--- config.mk ---
export PLATFORM = sky130hd
export DESIGN_NAME = usb_tx_arbiter
export DESIGN_NICKNAME = d
export VERILOG_FILES = /design/src/rtl/usb_tx_arbiter.sv
export SDC_FILE = /design/constraint.sdc
export NUM_CORES = 1
export LEC_CHECK = 0
export ABC_AREA = 1
export BUFFER_PORTS_ARGS = -buffer_cell sky130_fd_sc_hd__buf_2
export CAP_MARGIN = 10
export CORE_MARGIN = 4
export CORE_UTILIZATION = 45
export CTS_CLUSTER_SIZE = 12
export DETAILED_ROUTE_END_ITERATION = 8
export PLACE_DENSITY = 0.64
export SETUP_SLACK_MARGIN = 0.02
export SYNTH_ARGS = -nofsm -noshare
export SYNTH_HDL_FRONTEND = slang
export SYNTH_SLANG_ARGS = --single-unit
--- constraint.sdc ---
create_clock -name clk50 -period 2.3 [get_ports clk50]
set_clock_uncertainty 0.2 [all_clocks]
set_input_delay 0.115 -clock clk50 [delete_from_list [all_inputs] [get_ports clk50]]
set_output_delay 0.115 -clock clk50 [all_outputs]
set_load 0.02 [all_outputs]
--- src/rtl/usb_tx_arbiter.sv ---
// usb_tx_arbiter: merges a non-stallable ADC sample stream and a command-response
// byte stream onto one outbound byte FIFO. ADC words are sent MSB first.
// A waiting response packet gets the FIFO after at most MAXBURST back-to-back words.
module usb_tx_arbiter #(
  parameter int unsigned MAXBURST = 16
) (
  input  logic        RSTn,
  input  logic        clk50,
  input  logic        en,
  input  logic [31:0] adc_data,
  input  logic        adc_valid,
  input  logic [7:0]  rsp_data,
  input  logic        rsp_valid,
  input  logic        rsp_last,
  output logic        rsp_ready,
  input  logic        wrfull,
  output logic        wrreq,
  output logic [7:0]  fifo_data,
  input  logic        drop_clr,
  output logic [15:0] drop_cnt,
  output logic        busy
);

  typedef enum logic [1:0] {
    IDLE = 2'd0,
    ADC  = 2'd1,
    RSP  = 2'd2
  } state_t;

  localparam logic [7:0] BURST_MAX = 8'(MAXBURST);

  state_t      state;
  state_t      state_nx;
  logic [31:0] hold;
  logic        hold_v;
  logic [1:0]  byte_idx;
  logic [7:0]  burst_cnt;

  logic        word_done;
  logic        capture;
  logic        drop;
  logic        rsp_take;

  // Hold register may be refilled in the same cycle its 4th byte is written.
  assign word_done = (state == ADC) && !wrfull && (byte_idx == 2'd3);
  assign capture   = adc_valid && en && (!hold_v || word_done);
  assign drop      = adc_valid && en && hold_v && !word_done;
  assign rsp_take  = (state == RSP) && rsp_valid && !wrfull;
  assign busy      = (state != IDLE);

  always_comb begin
    state_nx  = state;
    wrreq     = 1'b0;
    rsp_ready = 1'b0;
    fifo_data = '0;
    case (state)
      IDLE: begin
        if (hold_v && (!rsp_valid || (burst_cnt < BURST_MAX)))
          state_nx = ADC;
        else if (rsp_valid)
          state_nx = RSP;
      end
      ADC: begin
        wrreq = !wrfull;
        case (byte_idx)
          2'd0:    fifo_data = hold[31:24];
          2'd1:    fifo_data = hold[23:16];
          2'd2:    fifo_data = hold[15:8];
          default: fifo_data = hold[7:0];
        endcase
        if (word_done)
          state_nx = IDLE;
      end
      RSP: begin
        rsp_ready = !wrfull;
        wrreq     = rsp_valid && !wrfull;
        fifo_data = rsp_data;
        if (rsp_take && rsp_last)
          state_nx = IDLE;
      end
      default: state_nx = IDLE;
    endcase
  end

  always_ff @(posedge clk50 or negedge RSTn) begin
    if (!RSTn) begin
      state     <= IDLE;
      hold      <= '0;
      hold_v    <= 1'b0;
      byte_idx  <= '0;
      burst_cnt <= '0;
      drop_cnt  <= '0;
    end else begin
      state <= state_nx;

      if (capture) begin
        hold   <= adc_data;
        hold_v <= 1'b1;
      end else if (word_done) begin
        hold_v <= 1'b0;
      end

      // Index wraps back to 0 on the 4th byte, so every word starts at 0.
      if ((state == ADC) && !wrfull)
        byte_idx <= byte_idx + 2'd1;

      if (word_done) begin
        if (burst_cnt != BURST_MAX)
          burst_cnt <= burst_cnt + 8'd1;
      end else if (rsp_take && rsp_last) begin
        burst_cnt <= '0;
      end

      if (drop_clr)
        drop_cnt <= {15'd0, drop};
      else if (drop && (drop_cnt != '1))
        drop_cnt <= drop_cnt + 16'd1;
    end
  end

endmodule

==> qor.txt <==
CP most frequent cell = a21oi_1
Net Count, Synth = 525
Max Root-Sink Buffers = 2
Die width = 95.5 um
Top post-synthesis cells by area = dfrtp_1 44%, nand2_1 14%, inv_1 7.5%, o21ai_0 6.5%, nand3_1 4.8%
GPL Wtd Cong = 0.843
ANT nets after route = 0
Final Slew Violations = 0
Max_cap viols = 0
Nets = 639
Via Count = 3,341
Post-CTS Setup Bufs = 0
CP delay by family, top = flip-flops
Core area = 7330 sq um
Share of cells above drive strength 1 = 19.5%
CTS root buf = clkbuf_8
Diode count = 0
Cells after synthesis = 466
Synth warn = 0
Post-synth top area share = 44.3%
Arrival time of the worst setup path = 1.86 ns
Cell chain of the critical path = inv_1, ha_4, a21oi_1, nand3_1, o211ai_1, a21oi_1, buf_2
Crit Path Max Fanout = 8
Status = finished, final reports clean
Final Cell Area = 4550 sq um
Worst-Margin Slew = 0.599 ns
WL/cell = 13.2 um
Seq pwr share = 39.8%
CTS Buf Count = 9
IO Count = 75
Number of clock sinks = 61
Unrepaired setup endpoints after global routing = no
Full die area = 9120 sq um
CTS tree = yes
CP max-delay cell = dfrtp_1
Register area share after synthesis = 44.3%
Kind of critical path = flip-flop to output pin
Top FF cell, synth = dfrtp_1
Post-Route WL = 9010 um
Htree depth = 3
CP startpoint = byte_idx[1]
Number of synthesized register bits = 61
Area Growth Syn to Fin = 32.1%
Crit share post-route = 94.6%
Required @ worst endpoint = 1.99 ns
CP Buf/Inv Count = 2
Dpl ws = 0.215 ns
Crit end category = output pin
Largest net degree at the start of global routing = 50
Internal = 2.55 mW
Initial antenna violation count = 0
Post-Route Setup TNS = 0 ns
Max IR drop VDD = 0.000522 V
Max incr delay on CP = 0.44 ns
Starting density of the core = 47.0%
HP Class = input port to async pin
Count of final hold-check violations = 0
Overall routing resource usage = 20.9%
HPWL Detailed = 6300 um
Yosys top cell by area = dfrtp_1
Slew HR = 60.0%
Leak = 2.33 nW
Async S/R FF share, synth = 100%
Switching Fraction = 40.2%
DR iter-0 viols = 130
Vert. Die Dim = 95.5 um
First-pass GRT wire length = 14,800 um
Library cells used by synthesis = 30
FMAX = 460 MHz
Post-synth EDFFs = 0
Clock share of power = 22.8%
Placed cell areas = 3920 sq um
Clock transition at the registers of the reported paths = 0.08 ns
P_sw = 1.72 mW
CP Launch Type = flip-flop
Reg2reg start = byte_idx[0]
Synthesized cell area = 3440 sq um
GR Overflow Total = 0
Final worst slack = 0.124 ns
Clock Latency Late Sink = 0.35 ns
Vias in the first global route = 3,252
Residual DRC = 0
PwrDens = 939 nW/um^2
Syn avg cell area = 7.39 sq um
Router iterations before antenna repair = 4
Final setup viols = 0
Site row count = 31
Vias per cell = 4.88
IO buf count = 74
Fin crit period = 2.18 ns
Comb pwr share = 37.4%
[cell usage after synthesis (2+ instances only)]
cell      number
nand2_1      130
inv_1         69
dfrtp_1       61
o21ai_0       45
nand3_1       33
nor2_1        31
a21oi_1       22
ha_1          11
clkbuf_1       9
nand4_1        9
o211ai_1       8
xor2_1         6
nor2_2         4
nand2_2        3
nor3_1         3
o21ai_1        3
buf_1          2
buf_2          2
nand3_2        2
nor2_4         2
o22ai_1        2
[worst paths after layout]
check | to | depth (start not counted) | slack, ns
worst max-delay path | fifo_data[7] | 7 | 0.12
worst min-delay path | burst_cnt[4] | 2 | 0.05
worst max register to register | drop_cnt[9] | 7 | 0.17
worst min register to register | hold[3] | 2 | 0.29
max in group asynchronous | drop_cnt[2] | 3 | 1.11
min in group clk50 | hold[15] | 3 | 0.08
[repair_timing]
item                                    in CTS  in global routing
gates resized for setup                      0                  9
hold endpoints to repair                    85                  0
hold buffers                                39                  0
endpoints found under the setup margin       0                  8
[stage by stage]
| stage | power [mW] | std cells | utilization, % | hold WS (ns) |
|---|---|---|---|---|
| after global routing | 4.61 | 684 | 62.0 | 0.0813 |
| after CTS | 4.22 | 684 | 61.5 | 0.0663 |
| final | 4.27 | 684 | 62.0 | 0.0544 |
| after floorplan | 2.70 | 466 | - | -0.381 |
| after detailed placement | 3.20 | 629 | 53.4 | -0.104 |
| after global placement | 3.16 | 629 | 53.4 | -0.106 |
[placed cells by master, fill, tap and decap left out, types with 4 or more instances in the layout]
cell type      netlist  final
a21oi_1             22     22
buf_2                2     74
buf_4                1      4
clkbuf_8             0      9
dfrtp_1             61     61
dlygate4sd3_1        0     39
ha_1                11      7
inv_1               69     67
nand2_1            130    130
nand3_1             33     33
nand4_1              9      9
nor2_1              31     31
nor2_2               4      4
o211ai_1             8      8
o21ai_0             45     45
xor2_1               6      6
[sequential cells by signal, summed over array words and instances, names as in the netlist]
signal,count
burst_cnt,8
byte_idx,2
drop_cnt,16
hold,32
hold_v,1
state,2
[final cells by class]
class / count / area [sq um]
Fill cell: 665 / 2780
Multi-Input combinational cell: 319 / 1620
Sequential cell: 61 / 1530
Timing Repair Buffer: 118 / 811
Inverter: 71 / 267
Clock buffer: 9 / 124
Tap cell: 99 / 124
Clock inverter: 7 / 76.3
[kinds of logic (layout without fill, tap and decap cells)]
family          after synthesis  count (layout)  synth area share (%)
fa+ha+maj                    11              11                  4.00
flops                        61              61                  44.3
xor+xnor                      7               7                  1.78
compound gates               81              81                  12.5
buf+inv                      86             205                  9.77
simple gates                220             220                  27.7
[power by group through the flow]
stage / combinational [mW] / sequential [mW] / clock, mW
floorplan: 1.07 / 1.64 / 0
global placement: 1.46 / 1.70 / 0
detailed placement: 1.49 / 1.71 / 0
CTS: 1.54 / 1.69 / 0.988
global route: 1.82 / 1.75 / 1.04
finish: 1.60 / 1.70 / 0.974
[routing by layer]
metal,GRT usage [%],up-vias,routed length [um]
met5,0,-,0
met4,5.92,0,107
met3,4.58,12,407
met2,36.3,85,4530
met1,26.0,1528,3960
li1,-,1716,-
Power figures use the tool's default switching activity.
